### src/rtl/value_fifo_if.sv
// Value stream bundle around value_fifo: upstream value/valid/ready,
// downstream value/valid/ready, plus occupancy and high-water mark.
interface value_fifo_if #(
    parameter int BITS  = 8,
    parameter int DEPTH = 4
);
    localparam int CNT_W = $clog2(DEPTH + 1);

    logic [BITS-1:0]  in_value;
    logic             in_valid;
    logic             in_ready;
    logic [BITS-1:0]  out_value;
    logic             out_valid;
    logic             out_ready;
    logic [CNT_W-1:0] count;
    logic [CNT_W-1:0] peak;

    // Producer/consumer side that drives the FIFO.
    modport master (
        output in_value, in_valid, out_ready,
        input  in_ready, out_value, out_valid, count, peak
    );

    // The FIFO itself.
    modport slave (
        input  in_value, in_valid, out_ready,
        output in_ready, out_value, out_valid, count, peak
    );
endinterface

### src/rtl/value_fifo.sv
// First-word-fall-through FIFO: registered storage and pointers, occupancy held
// in its own counter, sticky high-water mark. Only reset reaches in_ready combinationally.
module value_fifo #(
    parameter int BITS  = 8,
    parameter int DEPTH = 4
) (
    input  logic        clock,
    input  logic        reset,
    value_fifo_if.slave bus
);
    localparam int PTR_W = $clog2(DEPTH);
    localparam int CNT_W = $clog2(DEPTH + 1);

    logic [BITS-1:0]  mem_r [DEPTH];
    logic [PTR_W-1:0] wr_ptr_r;
    logic [PTR_W-1:0] rd_ptr_r;
    logic [CNT_W-1:0] count_r;
    logic [CNT_W-1:0] peak_r;
    logic [CNT_W-1:0] count_next_s;
    logic [CNT_W-1:0] peak_next_s;
    logic [BITS-1:0]  out_value_s;
    logic             in_ready_s;
    logic             out_valid_s;
    logic             push_s;
    logic             pop_s;

    function automatic logic [CNT_W-1:0] max_cnt(input logic [CNT_W-1:0] a,
                                                 input logic [CNT_W-1:0] b);
        return (a > b) ? a : b;
    endfunction

    // Full-ness alone gates acceptance, so a pop never frees a slot in the same cycle.
    assign in_ready_s  = (count_r != CNT_W'(DEPTH)) && !reset;
    assign out_valid_s = (count_r != {CNT_W{1'b0}});
    assign push_s      = bus.in_valid && in_ready_s;
    assign pop_s       = out_valid_s && bus.out_ready;

    // Occupancy and high-water mark for the coming edge.
    always_comb begin
        count_next_s = count_r;
        case ({push_s, pop_s})
            2'b10:   count_next_s = count_r + CNT_W'(1);
            2'b01:   count_next_s = count_r - CNT_W'(1);
            default: count_next_s = count_r;
        endcase
        peak_next_s = max_cnt(peak_r, count_next_s);
    end

    // Head-of-queue data, forced to zero while empty.
    always_comb begin
        out_value_s = {BITS{1'b0}};
        if (out_valid_s) begin
            out_value_s = mem_r[rd_ptr_r];
        end else begin
            out_value_s = {BITS{1'b0}};
        end
    end

    // Pointers, occupancy and peak; reset wins over any push or pop.
    always_ff @(posedge clock) begin
        if (reset) begin
            wr_ptr_r <= {PTR_W{1'b0}};
            rd_ptr_r <= {PTR_W{1'b0}};
            count_r  <= {CNT_W{1'b0}};
            peak_r   <= {CNT_W{1'b0}};
        end else begin
            if (push_s) begin
                wr_ptr_r <= wr_ptr_r + PTR_W'(1);
            end
            if (pop_s) begin
                rd_ptr_r <= rd_ptr_r + PTR_W'(1);
            end
            count_r <= count_next_s;
            peak_r  <= peak_next_s;
        end
    end

    // Storage array; contents survive reset since pointers define validity.
    always_ff @(posedge clock) begin
        if (push_s) begin
            mem_r[wr_ptr_r] <= bus.in_value;
        end
    end

    assign bus.in_ready  = in_ready_s;
    assign bus.out_valid = out_valid_s;
    assign bus.out_value = out_value_s;
    assign bus.count     = count_r;
    assign bus.peak      = peak_r;
endmodule

### src/flat_wrapper.sv
// flat-port wrapper written by rule: the top's interface ports become plain ports
module value_fifo_flat 
#(
    parameter int BITS  = 8,
    parameter int DEPTH = 4
)
  (clock, reset, bus_in_value, bus_in_valid, bus_out_ready, bus_in_ready, bus_out_value, bus_out_valid, bus_count, bus_peak);
  value_fifo_if #(.BITS(BITS), .DEPTH(DEPTH)) bus_i ();
  input  logic clock;
  input  logic reset;
  input wire logic [$bits(bus_i.in_value)-1:0] bus_in_value;
  input wire logic [$bits(bus_i.in_valid)-1:0] bus_in_valid;
  input wire logic [$bits(bus_i.out_ready)-1:0] bus_out_ready;
  output wire logic [$bits(bus_i.in_ready)-1:0] bus_in_ready;
  output wire logic [$bits(bus_i.out_value)-1:0] bus_out_value;
  output wire logic [$bits(bus_i.out_valid)-1:0] bus_out_valid;
  output wire logic [$bits(bus_i.count)-1:0] bus_count;
  output wire logic [$bits(bus_i.peak)-1:0] bus_peak;
  assign bus_i.in_value = bus_in_value;
  assign bus_i.in_valid = bus_in_valid;
  assign bus_i.out_ready = bus_out_ready;
  assign bus_in_ready = bus_i.in_ready;
  assign bus_out_value = bus_i.out_value;
  assign bus_out_valid = bus_i.out_valid;
  assign bus_count = bus_i.count;
  assign bus_peak = bus_i.peak;
  value_fifo #(.BITS(BITS), .DEPTH(DEPTH)) u_core (.clock(clock), .reset(reset), .bus(bus_i));
endmodule
### config.mk
export PLATFORM = sky130hd
export DESIGN_NAME = value_fifo_flat
export DESIGN_NICKNAME = d
export VERILOG_FILES = /design/src/rtl/value_fifo_if.sv /design/src/rtl/value_fifo.sv /design/src/flat_wrapper.sv
export SDC_FILE = /design/constraint.sdc
export NUM_CORES = 1
export LEC_CHECK = 0
export CORE_ASPECT_RATIO = 0.5
export CORE_UTILIZATION = 45
export DETAILED_ROUTE_END_ITERATION = 7
export PLACE_DENSITY_LB_ADDON = 0.12
export SYNTH_ARGS = -nofsm -noshare
export SYNTH_HDL_FRONTEND = slang
export SYNTH_SLANG_ARGS = --single-unit
### constraint.sdc
create_clock -name clock -period 2.9 [get_ports clock]
set_input_delay 0.58 -clock clock [delete_from_list [all_inputs] [get_ports clock]]
set_output_delay 0.58 -clock clock [all_outputs]
set_load 0.02 [all_outputs]
Word level (Yosys, flattened, before mapping)
Memory sizes are Yosys's and may differ from the RTL's. A register that Yosys moved wholly into a read port is not among the register bits.
Cells that the tools add are included.
{"block": "word_totals", "mem_count": 1, "mem_bits_rw": 32, "reg_bits": 10, "wordCells": 24, "input_bits": 12}
{"block": "op_classes", "reduce_logical": 5, "magnitude_cmp": 1, "n_addsub": 4, "n_mux": 6, "eq_ne": 3}
{"memory": "u_core.mem_r", "words": 4, "width": 8, "read_ports": 1, "rd_ports_with_merged_regs": 1, "wr": 1, "line_no": "value_fifo.sv:14", "rtl": "logic [BITS-1:0] mem_r [DEPTH];"}
{"op": "8-bit two-way mux", "n": 1}
{"op": "3-bit one-hot mux with 2 select lines", "n": 1}
{"op": "2-bit by 1-bit adder with 2-bit output (second input constant)", "n": 2}
{"op": "2-bit two-way mux", "n": 2}
{"op": "3-bit by 1-bit adder with 3-bit output (second input constant)", "n": 1}
{"op": "3-bit > comparator", "n": 1}
{"op": "1-bit logical AND", "n": 3}
{"op": "3-bit != test (second input constant)", "n": 1}
{"op": "3-bit nonzero test", "n": 1}
{"op": "3-bit by 1-bit subtractor with 3-bit output (second input constant)", "n": 1}
{"op": "2-bit by 1-bit == test with 1-bit output (second input constant)", "n": 1}
{"op": "2-bit == test (second input constant)", "n": 1}
{"op": "1-bit two-way mux", "n": 2}
{"op": "1-bit logical NOT", "n": 1}

Longest topological paths before layout
Gate-level depths: netlist (run 1).
{"block": "logic_depth", "ltp_word": 6, "mapped_depth": 14}

Worst setup path before layout (run 1)
OpenSTA, ideal clock, no wires.
{"block": "synth_timing", "path_type": "input to register", "start": "input bus_in_valid", "end": "register u_core.peak_r[2], in the netlist u_core.bus.peak[2]", "path_stages": 12, "arrival_time_ns": 2.874, "required_time_ns": 2.814, "slack_ns": -0.060, "path_cell_list": "inv_1 -> a211oi_4 -> inv_1 -> ha_1 -> inv_1 -> fa_1 -> mux2_2 -> ha_1 -> nand3_1 -> o21ai_1 -> or2_2 -> a211oi_1"}
{"block": "synth_via", "elab_chain_cells": 4, "word_cells_on_any_way": 5, "cone_classes": "order compare: 1; eq/ne: 2; mux: 1; reduce/logical: 1"}
{"item": "start, declared", "line_no": "flat_wrapper.sv:12", "rtl": "input wire logic [$bits(bus_i.in_valid)-1:0] bus_in_valid;"}
{"item": "1-bit logical AND (*)", "line_no": "value_fifo.sv:35", "rtl": "assign push_s = bus.in_valid && in_ready_s;"}
{"item": "2-bit by 1-bit == test with 1-bit output / 2-bit == test (equally long branches)", "line_no": "value_fifo.sv:41", "rtl": "case ({push_s, pop_s})"}
{"item": "3-bit one-hot mux with 2 select lines (*)", "line_no": "value_fifo.sv:41"}
{"item": "3-bit > comparator", "line_no": "value_fifo.sv:29", "rtl": "return (a > b) ? a : b;"}
{"item": "end signal, assigned", "line_no": "value_fifo.sv:65", "rtl": "peak_r <= {CNT_W{1'b0}};"}
{"item": "end signal, assigned", "line_no": "value_fifo.sv:74", "rtl": "peak_r <= peak_next_s;"}
{"item": "end, declared", "line_no": "value_fifo.sv:18", "rtl": "logic [CNT_W-1:0] peak_r;"}
Mark *: on every way between the ends. The rest lies on a longest branch, timed or not.
A chain may end at the register's enable or synchronous reset.

Final worst setup path (run 1)
{"block": "layout_timing", "start": "register u_core.count_r[1], in the netlist u_core.bus.count[1]", "end": "register u_core.peak_r[2], in the netlist u_core.bus.peak[2]"}
{"block": "layout_via", "word_cells_on_any_way": 11, "cone_classes": "add/sub: 2; order compare: 1; eq/ne: 3; mux: 1; reduce/logical: 4"}
{"item": "start, declared", "line_no": "value_fifo.sv:17", "rtl": "logic [CNT_W-1:0] count_r;"}
{"item": "start signal, assigned", "line_no": "value_fifo.sv:64", "rtl": "count_r <= {CNT_W{1'b0}};"}
{"item": "start signal, assigned", "line_no": "value_fifo.sv:73", "rtl": "count_r <= count_next_s;"}
{"item": "3-bit nonzero test (*)", "line_no": "value_fifo.sv:34", "rtl": "assign out_valid_s = (count_r != {CNT_W{1'b0}});"}
{"item": "1-bit logical AND (*)", "line_no": "value_fifo.sv:36", "rtl": "assign pop_s = out_valid_s && bus.out_ready;"}
{"item": "via u_core.pop_s", "line_no": "value_fifo.sv:25", "rtl": "logic pop_s;"}
{"item": "2-bit by 1-bit == test with 1-bit output / 2-bit == test (equally long branches)", "line_no": "value_fifo.sv:41"}
{"item": "3-bit one-hot mux with 2 select lines (*)", "line_no": "value_fifo.sv:41"}
{"item": "3-bit > comparator", "line_no": "value_fifo.sv:29"}
The timed path passes the listed nets; every way through them passes the cells marked *.

==> impl_results.md, run 1 <==
- Outcome: finished, final reports clean
- Grt total ovfl: 0
- Sequential share of power: 29.3%
- FF-to-FF setup slack: about 0.14 ns
- First drt pass iteration count: 2
- Post-DP HPWL: 2.165 mm
- GRT Total Usage: 16.12%
- Layout Nets: 185
- Final Cycle Share: a little over nine tenths
- Synth top area share: 50.86%
- Hold-fix buffer count after cts: 0
- Unrepaired setup endpoints after global routing: false
- Largest cells by area after synthesis: edfxtp_1 (51%), dfxtp_1 (13%), mux4_2 (9.5%), ha_1 (5.3%), and2_1 (2.6%)
- PD cells: 1089 nW/um^2
- CTS tree: done
- Mapped Nets: 142
- IO Port Bufs: 27
- Placer congestion estimate: about 0.73
- Final Max Slew Viols: 0
- Clock Latency Late Sink: 0.29 ns
- Clock Power Share: between 10% and 20%
- Vias per std cell: 4.798
- Die Y: ~48 um
- Chip width: 93.64 um
- Die area: 4477 um^2
- Crit-path max FO: 6
- Highest clock rate: 0.3623 GHz
- Initial drt markers: 25
- Final min period: 2.760 ns
- Starting Density: 47.66%
- Yosys reg bits: 44
- Cell Int Power: about 0.0018 W
- Initial antenna violation count: 0
- Final setup fails: 0
- Row Count: 16
- Mux cell area share after synthesis: 10.13%
- Layout cells sized above 1: 31.71%
- Mapped Cells: 121
- Pin count of the biggest net entering global routing: 14
- Max cap viols: 0
- WL final: 3.247 mm
- Switching share of power: between 30 and 40%
- Sum of negative setup slack: 0 ns
- Clk slew on worst S/H paths: 0.08 ns
- VDD IR max: 817.2 uV
- Clock root buffer: clkbuf_8
- Synth Warn #: 0
- Post-Synth Adder-Cell Area: ~6.4%
- Distinct cells, synth: 34
- Leakage: 0.8728 nW
- Nature of the critical path endpoint: flip-flop
- Worst Path Arrival: 2.97 ns
- Max-slew headroom: about three quarters
- N_diodes: 0
- Layout Skew: 0.004976 ns
- Vias in the first global route: between 1000 and 1500
- H-tree depth: 2
- Vias: roughly 1000
- Tot Pwr: 0.002724 W
- GR peak layer: met2
- Met3 usage: 4.762%
- Hold Crit Class: flip-flop to flip-flop
- Hold violation count in the final report: 0
- DRT antenna net count: 0
- Compound-Gate Fraction of Synth Area: 4.238%
- Least-Margin Pin Slew: 0.3901 ns
- Largest area contributor in the netlist: edfxtp_1
- Mapped Avg Cell Area: 15.61 um^2
- Met1 Use GR: 20.33%
- Combinational power share: about half
- Area grow syn2layout: 32.45%
- Synth Cell Area: about 1900 um^2
- Crit path required time: 3.11 ns
- Sequential fraction of the synthesis area: a little under two thirds
- I/O Pins: 28
- Core Area: slightly below 4000 um^2
- Area of placed instances: 2291 um^2
- Critical path startpoint category: flip-flop
- First-pass GRT wire length: 4.968 mm
- Synth Area in Simple Gates: 9.735%
- Switching power of the nets: 0.0008969 W
- XOR/XNOR Fraction of Synth Area: under 10%
- DR WL/cell: around 15 um
- Residual DRC: 0
- CTS sink count: 44
- Design Area, Final: 2502 um^2
- Cts bufs inserted: 5
- Met2 Track Usage GR: 27.50%
- Critical path class: flip-flop to flip-flop
- Main combinational cell family by area after synthesis: multiplexers
- Clock buffer depth: 2
## cells in the mapped netlist
| library cell | n |
|---|---|
| and2_2 | 4 |
| or3_4 | 1 |
| and2_4 | 1 |
| a211oi_4 | 1 |
| nor3_1 | 1 |
| nand3_1 | 1 |
| a211oi_2 | 1 |
| nand3_2 | 1 |
| nor2_2 | 1 |
| and2_1 | 8 |
| inv_1 | 9 |
| xnor2_1 | 4 |
| clkbuf_1 | 2 |
| mux2_2 | 1 |
| a21oi_1 | 3 |
| dfxtp_1 | 12 |
| or2_2 | 1 |
| o21bai_1 | 1 |
| buf_6 | 1 |
| nor2_1 | 7 |
| edfxtp_1 | 32 |
| nor2b_1 | 1 |
| o21ai_1 | 1 |
| a211oi_1 | 1 |
| or3b_1 | 1 |
| xor2_1 | 2 |
| o31ai_1 | 1 |
| nand2_1 | 1 |
| or3_1 | 1 |
| o21ai_0 | 1 |
| mux4_2 | 8 |
| buf_4 | 1 |
| ha_1 | 8 |
| fa_1 | 1 |
## what timing repair did
item	4_1_cts	5_1_grt
pin swaps	8	7
buffers inserted	2	0
gates resized for setup	14	4
setup endpoints to repair	3	3
## sequential cells by signal, summed over array words and instances (netlist names), named ones only
signal	count
u_core.bus.count	3
u_core.wr_ptr_r	2
u_core.rd_ptr_r	2
u_core.mem_r	32
u_core.bus.peak	3
## per-stage QoR
step                      setup WS [ns]  utilization (%)  std cells  hold WS, ns
after floorplan                 0.01380                -        121       0.4847
after global placement          -0.3967            57.80        209       0.5190
after detailed placement        -0.4833            57.80        209       0.5366
after CTS                       0.07134            62.69        218       0.5562
after global routing            0.01509            63.13        218       0.5854
final                            0.1402            63.13        218       0.5380
## cell usage in the layout, fill, tap and decap left out, drive strengths merged
| master | count |
|---|---|
| or3b | 1 |
| xor2 | 2 |
| inv | 9 |
| clkdlybuf4s50 | 24 |
| a21oi | 3 |
| mux2 | 1 |
| o31ai | 1 |
| a211oi | 3 |
| mux4 | 8 |
| or2 | 1 |
| nor3 | 1 |
| and2 | 13 |
| o21bai | 1 |
| buf | 13 |
| ha | 8 |
| nor2 | 8 |
| dfxtp | 12 |
| fa | 1 |
| nand3 | 2 |
| xnor2 | 4 |
| edfxtp | 32 |
| clkbuf | 5 |
| or3 | 2 |
| o21ai | 2 |
| nand2 | 1 |
| bufinv | 2 |
| nor2b | 1 |
| dlygate4sd2 | 3 |
## kinds of logic (layout without fill, tap and decap cells)
family / count (synthesis) / in the layout
flops: 44 / 44
simple gates: 30 / 30
buf+inv: 13 / 56
compound gates: 10 / 10
fa+ha+maj: 9 / 9
mux: 9 / 9
xor+xnor: 6 / 6
## area by class of cell
cell class	instances	area, um^2
sequential	44	1205
clock inverter	2	60.06
fill	322	1461
clock buffer	5	68.82
tap	54	67.56
multi-input combinational	64	703.2
timing repair buffer	40	364.1
inverter	9	33.78
## power groups by stage
stage / clock network [W] / logic (W) / registers (W)
after global placement: 0 / 0.00114 / 0.000809
after floorplan: 0 / 0.000708 / 0.000845
after global routing: 0.000568 / 0.00150 / 0.000809
after detailed placement: 0 / 0.00116 / 0.000811
final: 0.000534 / 0.00139 / 0.000799
after CTS: 0.000547 / 0.00137 / 0.000801
## final timing paths
check                                       start                         endpoint  cells past startpoint
hold reg to reg   u_core.rd_ptr_r[1]$_SDFFE_PP0P_  u_core.rd_ptr_r[1]$_SDFFE_PP0P_                      2
setup / recovery   u_core.bus.count[1]$_SDFF_PP0_  u_core.bus.peak[2]$_SDFFE_PP0P_                     10
hold / removal    u_core.rd_ptr_r[1]$_SDFFE_PP0P_  u_core.rd_ptr_r[1]$_SDFFE_PP0P_                      2
setup reg to reg   u_core.bus.count[1]$_SDFF_PP0_  u_core.bus.peak[2]$_SDFFE_PP0P_                     10
## critical path: stages, from the launching register on
cell	delay (ns)
dfxtp_2	0.32
or3_4	0.38
and2_4	0.18
ha_4	0.16
inv_2	0.05
fa_2	0.41
mux2_4	0.31
ha_4	0.27
a211oi_4	0.31
nor3_1	0.10
a211oi_2	0.19
## per-layer routing
metal / wire length [um] / part of all wire [%]
met1: 1524 / 47
met3: 137 / 4.2
met4: 25 / 0.77
met5: 0 / 0
met2: 1560 / 48
(Power assumes the default switching activity.)
==> run 2, diff against run 1 <==
- CAP_MARGIN: unset -> 10
- PLACE_DENSITY: unset -> 0.81
- PLACE_DENSITY_LB_ADDON: 0.12 -> unset
==> run 2 against run 1 <==
Net effect: final area is 1.3% higher; clock skew is 0.00099 ns lower; count of clock-buffer cells in the layout stayed put; largest cell class unchanged; largest power group unchanged.
==> impl_results.md, run 2 (same netlist as run 1, synthesis figures left out) <==
- WL met3: 147 um
- CTS sink count: 44
- Residual DRC: 0
- Sum of negative setup slack: 0 ns
- Grt total ovfl: 0
- CP most frequent cell: ha_4
- Leakage: 0.8839 nW
- Area grow syn2layout: 34.17%
- First drt pass iteration count: 4
- Post-DP HPWL: between 2 and 2.5 mm
- Starting Density: 47.66%
- CTS tree: done
- Commonest non-fill, non-tap cell in the layout: edfxtp_1
- Final setup fails: 0
- First-pass GRT wire length: 5.119 mm
- CP max-delay cell: fa_2
- Area of placed instances: between 2000 and 2500 um^2
- Crit path required time: 3.13 ns
- H-tree depth: 2
- CP top delay family: simple AND/OR/NAND/NOR gates
- Uppermost routed layer: met4
- Hold violation count in the final report: 0
- Max cap viols: 0
- Clock root buffer: clkbuf_8
- Metal2 WL: 1.779 mm
- DR WL/cell: 14.99 um
- Initial antenna violation count: 0
- Nature of the critical path endpoint: flip-flop
- Vias: 1076
- Unrepaired setup endpoints after global routing: false
- Die area: 4477 um^2
- Clock Latency Late Sink: just under 0.3 ns
- Layout cells sized above 1: 35.71%
- Final Cycle Share: 95.34%
- Critical path class: flip-flop to flip-flop
- Least-Margin Pin Slew: 0.4180 ns
- Crit. Startpoint: u_core.bus.count[1]$_SDFF_PP0_
- Hold path startpoint: u_core.rd_ptr_r[1]$_SDFFE_PP0P_
- Layout Nets: 188
- Highest clock rate: 0.3617 GHz
- Pin count of the biggest net entering global routing: 16
- Fin cells: 222
- Worst Path Arrival: 2.99 ns
- PD cells: 1087 nW/um^2
- DRT antenna net count: 0
- Chip width: around 94 um
- Cts bufs inserted: 5
- Clk slew on worst S/H paths: approximately 0.08 ns
- Fillers: 302
- Final Max Slew Viols: 0
- Core Area: 3964 um^2
- Buf+Inv Stages, Crit Path: 1
- Hold Crit Class: flip-flop to flip-flop
- Commonest cells after routing, fill and taps aside: edfxtp_1 (32), clkdlybuf4s50_1 (24), buf_4 (15)
- WL final: 3.328 mm
- Outcome: finished, final reports clean
- Largest Register: u_core.mem_r
- N_diodes: 0
- Placed insts: 211
- Die Y: approximately 48 um
- Placer congestion estimate: between 0.7 and 0.8
- Slowest stage delay, CP: 0.42 ns
- GRT Total Usage: between 10% and 20%
- Met1 WL: 1.380 mm
- Hold-fix buffer count after cts: 0
- Row Count: 16
- Vias in the first global route: 1082
- Flip-flop count of the largest register after layout: 32
- IO Port Bufs: 27
- Layout Skew: between 0.003 and 0.004 ns
- Cell breakdown of the critical path: or3_4, and2_4, ha_4, inv_2, fa_2, mux2_4, ha_4, nand3_4, o21ai_4, or3b_1, a21oi_1
- Critical path startpoint category: flip-flop
- VDD IR max: 714.6 uV
- Design Area, Final: 2535 um^2
- Worst reg2reg path startpoint: u_core.bus.count[1]$_SDFF_PP0_
- Clock buffer depth: 2
- Initial drt markers: 27
- Crit-path max FO: 6
- Vias per std cell: between 4 and 5
- I/O Pins: 28
- Final min period: 2.765 ns
- Max-slew headroom: 72.10%
## run 2: repair_timing
| action | in CTS | in global routing |
|---|---|---|
| resized for setup | 18 | 4 |
| cloned | 0 | 0 |
| setup buffers | 3 | 0 |
| pin swaps | 8 | 2 |
| setup endpoints to repair | 3 | 3 |
## run 2: layer usage
metal  global-route usage (%)  up-vias
met5                        0        -
met2                    30.00       22
met3                    5.873        4
met1                    18.65      526
li1                         -      524
met4                    6.154        0
## run 2: worst reg2reg max path, delay by kind of cell, from the launching register on
family                   cells  cell delay [ns]
AND/OR/NAND/NOR              4             0.96
multiplexers                 1             0.30
flip-flops                   1             0.32
AO/OA/AOI/OAI                2             0.22
adder cells (fa/ha/maj)      3             0.85
buffers and inverters        1             0.05
## run 2: worst paths after layout
| kind | cells past startpoint | end | slack (ns) |
|---|---|---|---|
| worst max-delay path | 11 | u_core.bus.peak[1]$_SDFFE_PP0P_ | 0.14 |
| worst min register to register | 2 | u_core.rd_ptr_r[1]$_SDFFE_PP0P_ | 0.54 |
| worst max register to register | 11 | u_core.bus.peak[1]$_SDFFE_PP0P_ | 0.14 |
| worst min-delay path | 2 | u_core.rd_ptr_r[1]$_SDFFE_PP0P_ | 0.54 |
## run 2: per-stage QoR
step           setup WS, ns  hold slack, ns  power, W  util, %
4_1_cts             0.06852          0.5408  0.002718    63.35
3_3_place_gp        -0.3864          0.5087  0.001948    58.18
2_1_floorplan       0.01380          0.4847  0.001553        -
6_report             0.1352          0.5359  0.002755    63.95
5_1_grt             0.01375          0.5723  0.002906    63.95
3_5_place_dp        -0.5072          0.5214  0.001983    58.18
## run 2: power breakdown
group,internal (W),switching (W)
logic,0.000800,0.000673
registers,0.000755,0.0000611
clock network,0.000259,0.000208
total,0.00181,0.000941
## run 2: area by class of cell
class | count | area (um^2) | area share, %
Clock buffer | 5 | 68.82 | 2.715
Clock inverter | 3 | 47.55 | 1.876
Sequential cell | 44 | 1206 | 47.58
Multi-Input combinational cell | 64 | 720.7 | 28.43
Timing Repair Buffer | 43 | 390.4 | 15.40
Tap cell | 54 | 67.56 | 2.665
Inverter | 9 | 33.78 | 1.333
==> run 3, diff against run 2 <==
- CORE_MARGIN: unset -> 4
==> run 3 against run 2 <==
Net effect: register-to-register slack worse by 0.03 ns; clock skew up 0.00087 ns; clock power down 2%; largest cell class unchanged; first-iteration DRC count up 3.7%.
==> impl_results.md, run 3 (same netlist as run 1, synthesis figures left out) <==
- Outcome: finished, final reports clean
- Highest clock rate: around 0.36 GHz
- Final setup fails: 0
- Crit path required time: roughly 3.1 ns
- Pin count of the biggest net entering global routing: 15
- H-tree depth: 2
- Layout Skew: roughly 0.0049 ns
- Final Max Slew Viols: 0
- Chip width: 99.64 um
- Initial antenna violation count: 0
- CTS tree: done
- Initial drt markers: 28
- Worst R2R Path Depth: 11
- Core Area: 3964 um^2
- Final min period: 2.793 ns
- Hold path depth: 2
- N_diodes: 0
- Worst Path Arrival: 3.01 ns
- PD cells: 1083 nW/um^2
- Area grow syn2layout: 31.32%
- Multi-input logic area: 706.9 um^2
- First drt pass iteration count: 4
- VDD IR max: 740.7 uV
- Row Count: 16
- Hold Crit Class: flip-flop to flip-flop
- Leakage: 0.8594 nW
- Grt total ovfl: 0
- Sum of negative setup slack: 0 ns
- FF-to-FF setup slack: 0.11 ns
- Commonest cells after routing, fill and taps aside: edfxtp_1 (32), clkdlybuf4s50_1 (24), buf_4 (12)
- Vias in the first global route: 1122
- Layout cells sized above 1: 31.71%
- CTS sink count: 44
- Register area: about 1200 um^2
- Least-Margin Pin Slew: 0.3787 ns
- IO Port Bufs: 27
- Clock Latency Late Sink: 0.29 ns
- Hold path startpoint: u_core.rd_ptr_r[1]$_SDFFE_PP0P_
- Placer congestion estimate: 0.8360
- Critical path startpoint category: flip-flop
- Starting Density: 47.66%
- Largest Register: u_core.mem_r
- Post-DP HPWL: between 2 and 2.5 mm
- Residual DRC: 0
- GRT Total Usage: 14.10%
- Vias per std cell: 4.784
- WL final: 3.358 mm
- Clk slew on worst S/H paths: 0.08 ns
- Max-slew headroom: 74.72%
- Flip-flop count of the largest register after layout: 32
- Unrepaired setup endpoints after global routing: false
- Commonest non-fill, non-tap cell in the layout: edfxtp_1
- Layout Nets: 184
- Area of placed instances: 2298 um^2
- Die Y: 53.82 um
- DRT antenna net count: 0
- Hold violation count in the final report: 0
- Nature of the critical path endpoint: flip-flop
- Cts bufs inserted: 5
- I/O Pins: 28
- Clock buffer depth: 2
- DR WL/cell: 15.40 um
- Crit-path max FO: 5
- First-pass GRT wire length: 5.471 mm
- Clock root buffer: clkbuf_8
- Vias: between 1000 and 1500
- Critical path class: flip-flop to flip-flop
- Max cap viols: 0
- Die area: 5362 um^2
- Final Cycle Share: between 90% and 100%
- Worst reg2reg path startpoint: u_core.bus.count[1]$_SDFF_PP0_
- RR Endpoint: u_core.bus.peak[1]$_SDFFE_PP0P_
- Fillers: 304
- Design Area, Final: 2481 um^2
- Final cell utilization of the core: 62.59%
==> run 3: changes by cell type in the layout (fill, tap and decap cells not counted), sizes merged <==
cell  previous run  this run
buf             16        12
==> run 3: timing repair <==
item	CTS	global route
buffers inserted	0	0
hold buffers	0	0
pin swaps	10	2
setup endpoints to repair	3	3
gates resized for setup	17	3
==> run 3: how the worst max path moves through the flow <==
| stage | from | endpoint |
|---|---|---|
| 6_report | u_core.bus.count[1]$_SDFF_PP0_ | u_core.bus.peak[1]$_SDFFE_PP0P_ |
| 5_1_grt | u_core.bus.count[1]$_SDFF_PP0_ | u_core.bus.peak[0]$_SDFFE_PP0P_ |
| 4_1_cts | u_core.bus.count[1]$_SDFF_PP0_ | u_core.bus.peak[1]$_SDFFE_PP0P_ |
| 3_5_place_dp | reset | u_core.bus.peak[2]$_SDFFE_PP0P_ |
| 3_3_place_gp | reset | u_core.bus.peak[2]$_SDFFE_PP0P_ |
| 2_1_floorplan | reset | u_core.bus.peak[2]$_SDFFE_PP0P_ |
==> run 3: worst max-delay path, cell delays in order, from the launching register on <==
cell and delay [ns]:
dfxtp_2 0.32, or3_4 0.38, and2_4 0.16, ha_4 0.16
inv_2 0.06, fa_2 0.42, mux2_4 0.30, ha_4 0.27
nand3_4 0.09, o21ai_4 0.07, or3b_1 0.35, a21oi_1 0.14
==> run 3: cell type report <==
cell class                 instances  area share (%)
clock buffer                       5           2.774
clock inverter                     3           1.715
tap                               54           2.723
multi-input combinational         64           28.49
timing repair buffer              39           14.37
inverter                           9           1.362
sequential                        44           48.56
==> run 3: metrics by stage <==
step	setup slack, ns	total power [W]	std cells	hold slack [ns]
detailed placement	-0.5129	0.002000	210	0.5309
global route	0.002707	0.002856	218	0.5838
CTS	0.08157	0.002668	218	0.5548
finish	0.1075	0.002686	218	0.5460
floorplan	0.01380	0.001553	121	0.4847
global placement	-0.3861	0.001961	210	0.5087
==> run 3: power breakdown <==
group	switching, W	total, W	leakage, nW	internal, W
combinational	0.000677	0.00143	0.414	0.000754
sequential	0.0000461	0.000799	0.390	0.000753
clock	0.000201	0.000456	0.0558	0.000255
total	0.000925	0.00269	0.859	0.00176
==> run 3: layer usage <==
layer | vias up | GRT usage [%] | share of wire (%)
met5 | - | 0 | 0
met4 | 0 | 4.762 | 0.57
met3 | 4 | 4.269 | 4.1
met1 | 503 | 16.23 | 43
met2 | 16 | 25.89 | 53
li1 | 520 | - | -
